<file path="src/rtl/imm_ext_pipe.sv">
// Immediate generator between Decode and Execute: decodes the selected format,
// then registers it behind a valid/ready handshake with a one-entry skid buffer.
module imm_ext_pipe #(
    parameter int XLEN           = 64,
    parameter int ZERO_OFFSET_EN = 1,
    parameter int SHAMT_EN       = 1
) (
    input  logic            clk,
    input  logic            reset_n,
    input  logic [24:0]     InstrD,
    input  logic [2:0]      ImmSrcD,
    input  logic            ValidD,
    output logic            ReadyD,
    input  logic            FlushE,
    output logic [XLEN-1:0] ImmExtE,
    output logic            IllegalImmE,
    output logic            ValidE,
    input  logic            ReadyE
);

    // InstrD carries instruction bits [31:7]; keep the architectural numbering.
    logic [31:7] instr;
    assign instr = InstrD;

    logic [XLEN-1:0] dec_imm;
    logic            dec_ill;

    always_comb begin
        dec_imm = '0;
        dec_ill = 1'b0;
        case (ImmSrcD)
            3'b000: dec_imm = XLEN'($signed(instr[31:20]));
            3'b001: dec_imm = XLEN'($signed({instr[31:25], instr[11:7]}));
            3'b010: dec_imm = XLEN'($signed({instr[31], instr[7], instr[30:25],
                                              instr[11:8], 1'b0}));
            3'b011: dec_imm = XLEN'($signed({instr[31], instr[19:12], instr[20],
                                              instr[30:21], 1'b0}));
            3'b100: dec_imm = XLEN'($signed({instr[31:12], 12'b0}));
            3'b101: dec_ill = (ZERO_OFFSET_EN == 0);
            3'b110: dec_imm = XLEN'(instr[19:15]);
            3'b111: begin
                if (SHAMT_EN == 0)  dec_ill = 1'b1;
                else if (XLEN == 64) dec_imm = XLEN'(instr[25:20]);
                else                dec_imm = XLEN'(instr[24:20]);
            end
            default: begin
                dec_imm = '0;
                dec_ill = 1'b1;
            end
        endcase
    end

    logic            valid_q, valid_d;
    logic [XLEN-1:0] ext_q, ext_d;
    logic            ill_q, ill_d;
    logic            skid_valid_q, skid_valid_d;
    logic [XLEN-1:0] skid_ext_q, skid_ext_d;
    logic            skid_ill_q, skid_ill_d;
    logic            accept;

    assign ReadyD = !skid_valid_q;
    assign accept = ValidD & ReadyD;

    always_comb begin
        valid_d      = valid_q;
        ext_d        = ext_q;
        ill_d        = ill_q;
        skid_valid_d = skid_valid_q;
        skid_ext_d   = skid_ext_q;
        skid_ill_d   = skid_ill_q;
        // Flush only clears valid bits; data registers keep their contents.
        if (FlushE) begin
            valid_d      = 1'b0;
            skid_valid_d = 1'b0;
        end else if (!valid_q || ReadyE) begin
            if (skid_valid_q) begin
                valid_d      = 1'b1;
                ext_d        = skid_ext_q;
                ill_d        = skid_ill_q;
                skid_valid_d = 1'b0;
            end else if (accept) begin
                valid_d = 1'b1;
                ext_d   = dec_imm;
                ill_d   = dec_ill;
            end else begin
                valid_d = 1'b0;
            end
        end else if (accept) begin
            skid_valid_d = 1'b1;
            skid_ext_d   = dec_imm;
            skid_ill_d   = dec_ill;
        end
    end

    always_ff @(posedge clk or negedge reset_n) begin
        if (!reset_n) begin
            valid_q      <= 1'b0;
            ext_q        <= '0;
            ill_q        <= 1'b0;
            skid_valid_q <= 1'b0;
            skid_ext_q   <= '0;
            skid_ill_q   <= 1'b0;
        end else begin
            valid_q      <= valid_d;
            ext_q        <= ext_d;
            ill_q        <= ill_d;
            skid_valid_q <= skid_valid_d;
            skid_ext_q   <= skid_ext_d;
            skid_ill_q   <= skid_ill_d;
        end
    end

    assign ValidE      = valid_q;
    assign ImmExtE     = ext_q;
    assign IllegalImmE = ill_q;

endmodule

</file>
<file path="config.mk">
export PLATFORM = sky130hd
export DESIGN_NAME = imm_ext_pipe
export DESIGN_NICKNAME = d
export VERILOG_FILES = /design/src/rtl/imm_ext_pipe.sv
export SDC_FILE = /design/constraint.sdc
export NUM_CORES = 1
export LEC_CHECK = 0
export CAP_MARGIN = 20
export CORE_MARGIN = 4
export CORE_UTILIZATION = 48
export CTS_BUF_LIST = sky130_fd_sc_hd__clkbuf_16
export DETAILED_ROUTE_END_ITERATION = 8
export PLACE_DENSITY = 0.88
export SLEW_MARGIN = 15
export SYNTH_ARGS = -nofsm -noshare
export SYNTH_HDL_FRONTEND = slang
export SYNTH_SLANG_ARGS = --single-unit
</file>
<file path="constraint.sdc">
create_clock -name clk -period 1.95 [get_ports clk]
set_clock_uncertainty 0.15 [all_clocks]
set_input_delay 0.2925 -clock clk [delete_from_list [all_inputs] [get_ports clk]]
set_output_delay 0.2925 -clock clk [all_outputs]
set_load 0.01 [all_outputs]
</file>
## After elaboration in Yosys (flattened, before gate mapping)

Cells that the tools add are included.
Widths: inputs -> output; s select.

- Register bits after elaboration: 131
- Bits in latches: 0
- Memory bits (writable): 0
- Bits in read-only memories: 0
- Word-level logic and storage cells: 35
- Memories kept: 0

- $add $sub $neg: 0
- $mul: 0
- Div/mod/pow operators: 0
- $lt $le $gt $ge: 0
- Eq/ne operators: 6
- Shifts and indexed selects: 0
- Multiplexer cells: 12
- Bitwise logic cells: 3
- Reduce and logical (&&, ||, !) cells: 9

Operators by type and width:

| cell | count |
|---|---|
| $pmux 64 s7 | 1 |
| $mux 64 | 2 |
| $eq 3x3->1 const B | 3 |
| $mux 1 | 9 |
| $eq 3x2->1 const B | 2 |
| $reduce_and 3->1 | 2 |
| $reduce_bool 2->1 | 2 |
| $eq 3x1->1 const B | 1 |
| $logic_not 3->1 | 1 |
| $reduce_bool 3->1 | 1 |
| $logic_not 1->1 | 2 |
| $not 1->1 | 2 |
| $and 1x1->1 | 1 |
| $logic_or 1x1->1 | 1 |

## Depth between registers and ports, before layout

- Depth after elaboration: 6
- Gate-level depth with buffers: 7
- Depth with buffers taken out: 4

## Worst setup path after synthesis

Ideal clock, no wire load.

- Path type: reg-to-reg
- Start point: register valid_q, in the netlist ValidE
- End point: register ext_q[28], in the netlist ImmExtE[28]
- Library setup time: 125 ps
- Arrival time: 1407 ps
- Slack: 268 ps
- Cell stages (with the launch flop): 5
- Path buffers: 1
- Clock period less this slack: 1682 ps
- Cells stage by stage: dfrtp_1 nor2b_2 nor3_4 buf_2 mux2_2

- Word-level cells in the longest chain between the ends: 3

RTL lines:

| element | RTL line | text |
|---|---|---|
| start: declaration | 53 | `logic valid_q, valid_d;` |
| start signal: assignment | 104 | `valid_q <= valid_d;` |
| $logic_not 1->1 | 75 | `end else if (!valid_q \|\| ReadyE) begin` |
| $logic_or 1x1->1 | 75 |  |
| $reduce_and 3->1 (no source line) | n/a |  |
| end signal: assignment | 105 | `ext_q <= ext_d;` |
| end: declaration | 54 | `logic [XLEN-1:0] ext_q, ext_d;` |

Every way passes these cells.
A chain may end at the register's enable or synchronous reset.

==> flow_metrics.tcl <==
set metrics [dict create \
    max_freq_mhz 529 \
    top_layer_used "met4" \
    finalHoldViolCount 0 \
    core_mm2 0.00721 \
    postCtsSetupBuffers 0 \
    n_antenna_cell 0 \
    synth.avg_cell_area_um2 9.10 \
    place_ws_ns -0.323 \
    synth_edf_count 0 \
    core.rowCount 31 \
    num_vias 3123 \
    first_global_vias 3094 \
    grt_pass1_wl_um 15100 \
    syn_nets 424 \
    dp_cells 547 \
    synth_top_area_share 0.464 \
    slew_viol_final 0 \
    path_max_fanout 33 \
    synthFlopType "dfrtp_1" \
    dp_hpwl_um 6570 \
    yosysWarnings 0 \
    finalWirelength_um 9230 \
    die_area_mm2 0.00885 \
    hold_class "reg -> reg" \
    initial_utilization 0.493 \
    required_ns 1.51 \
    seq_area_mm2 0.00165 \
    ys_seq_elements 66 \
    crit_path_start_kind "register" \
    fill_cells 565 \
    clkLatencyLatePin_ns 0.33 \
    wl_met2_um 4440 \
    drc 0 \
    wl_per_cell_um 16.4 \
    seq_area_frac_synth 0.464 \
    post-synth-top-area-cell "dfrtp_1" \
    status "complete, no violations" \
    slew_headroom 0.666 \
    ant_nets 0 \
    synthesis.area_mm2 0.00356 \
    end_kind "primary output" \
    multi_input_area_mm2 0.00152 \
    finalPower_mw 4.67 \
    crit_type "reg -> out" \
    power_leakage_nw 2.09 \
    die_y_um 94.1 \
    fin_nets 493 \
    ioPinCount 100 \
    io_buffer_count 98 \
    fin_area_mm2 0.00484 \
    grt_max_degree 67 \
    period_needed_ns 1.89 \
    dr.pass1.iters 4 \
    drv_cap 0 \
    gp_congestion 0.825 \
    cts_root_buf "clkbuf_16" \
    setup_viol 0 \
    finalCritPeriodShare 0.969 \
    ir_worst_vdd_mv 0.547 \
    numCtsBuffers 9 \
    viasPerCell 5.54 \
    post_dp_cell_area_mm2 0.00447 \
    netlist_instances 391 \
    cts_tree "done" \
    drive_gt1_frac 0.123 \
    synth_area_leaders "dfrtp_1 (46%), buf_4 (7.4%), nand2_1 (7.3%)" \
    h-tree-depth 3 \
    synthArstFlopShare 1.00 \
    clock_sinks 66 \
    cp_data_arrival_time_ns 1.45 \
    grt_overflow_total 0 \
    rr_worst_depth 5 \
    track_usage 0.220 \
    worstHoldPathCells 2 \
    die_width_um 94.1 \
    p_per_area_mw_per_mm2 963 \
    clockBufferDepth 2 \
    syn_to_final_growth_pct 36.2 \
    route.met3.wl_um 862 \
    tightestPinTransition_ns 0.500 \
    stdcell_count 564 \
    drt-met1-wl_um 3720 \
    synthDistinctLibCells 37 \
    antenna_found_initial 0 \
    clk_pin_slew_ns 0.05 \
    drt_iter0_markers 152 \
    fin_ws_ns 0.0606 \
]
-- Yosys cell counts (2+ instances only) --
library cell  number
nand2_1           69
dfrtp_1           66
o21ai_1           36
buf_4             35
a21oi_1           30
o21ai_0           26
clkbuf_1          14
buf_2             13
mux2_2            12
nand3_1            9
o211ai_1           9
nor2_1             8
o22a_1             8
mux2i_1            7
nand2b_1           7
mux2_1             5
nor3_1             5
a21boi_1           4
nand3b_1           4
nand4bb_1          4
nor2b_1            3
and2_1             2
-- cells in the final DEF (no fill, tap or decap), types with 7 or more instances in the layout --
master           netlist  final
clkdlybuf4s50_1        0     88
nand2_1               69     69
dfrtp_1               66     66
o21ai_1               36     36
a21oi_1               30     30
o21ai_0               26     26
buf_4                 35     18
mux2_2                12     12
o211ai_1               9      9
clkbuf_16              0      9
dlymetal6s2s_1         0      9
nor2_1                 8      8
o22a_1                 8      8
nand3_1                9      8
nand2b_1               7      7
mux2i_1                7      7
-- what timing repair did --
item / 4_1_cts / 5_1_grt
resized for setup: 2 / 11
hold buffers: 1 / 0
endpoints found under the setup margin: 33 / 47
endpoints found under the hold margin: 66 / 0
-- layer usage --
layer	vias up	GRT usage
met4	0	0.0987
li1	1463	-
met2	162	0.363
met5	-	0
met3	20	0.0529
met1	1478	0.273
-- worst paths after layout --
| kind | slack, ns | from | endpoint |
|---|---|---|---|
| worst max register to register | 0.13 | skid_valid_q | skid_ext_q[25] |
| worst max-delay path | 0.06 | ImmExtE[62] | ImmExtE[49] |
| worst min register to register | 0.33 | skid_ext_q[62] | skid_ext_q[62] |
| max in group asynchronous | 1.01 | reset_n | ImmExtE[17] |
| min in group asynchronous | 0.35 | reset_n | ImmExtE[27] |
| worst min-delay path | 0.33 | skid_ext_q[62] | skid_ext_q[62] |
-- worst max-delay path, stage by stage, from the launching register on --
cell and delay, ns:
dfrtp_1 0.39, buf_12 0.17, clkdlybuf4s50_1 0.55
-- kinds of logic (layout without fill, tap and decap cells) --
family          after synthesis  in the layout  synth area share
mux                          24             24            0.0735
flops                        66             66             0.464
simple gates                117            117             0.159
buf+inv                      64            138             0.111
other cells                   1              1           0.00105
compound gates              119            119             0.191
-- metrics by stage --
| stage | hold WS, ns | setup TNS, ns | utilization |
|---|---|---|---|
| final | 0.330 | 0 | 0.671 |
| after global routing | 0.352 | -0.00148 | 0.671 |
| after CTS | 0.332 | 0 | 0.667 |
| after detailed placement | 0.188 | -5.15 | 0.620 |
| after global placement | 0.177 | -2.90 | 0.620 |
| after floorplan | -0.153 | 0 | - |
-- flip-flops by register name, indices dropped and copies added, names as in the netlist --
| register | flops |
|---|---|
| ImmExtE | 32 |
| ValidE | 1 |
| skid_ext_q | 32 |
| skid_valid_q | 1 |
-- layout make-up --
cell class / count / share of cell area
clock buffers: 9 / 0.0465
repair buffers: 121 / 0.253
inverters: 1 / 0.000775
flip-flops and latches: 66 / 0.341
multi-input cells: 261 / 0.314
clock inverters: 7 / 0.0194
well taps: 99 / 0.0256
-- report_power, final --
group	switching [mW]	internal, mW	leakage [nW]
Sequential	0.139	1.61	0.855
Clock	0.612	1.12	0.151
Combinational	0.532	0.657	1.08
Note: power is estimated with default switching activity, not from simulation.
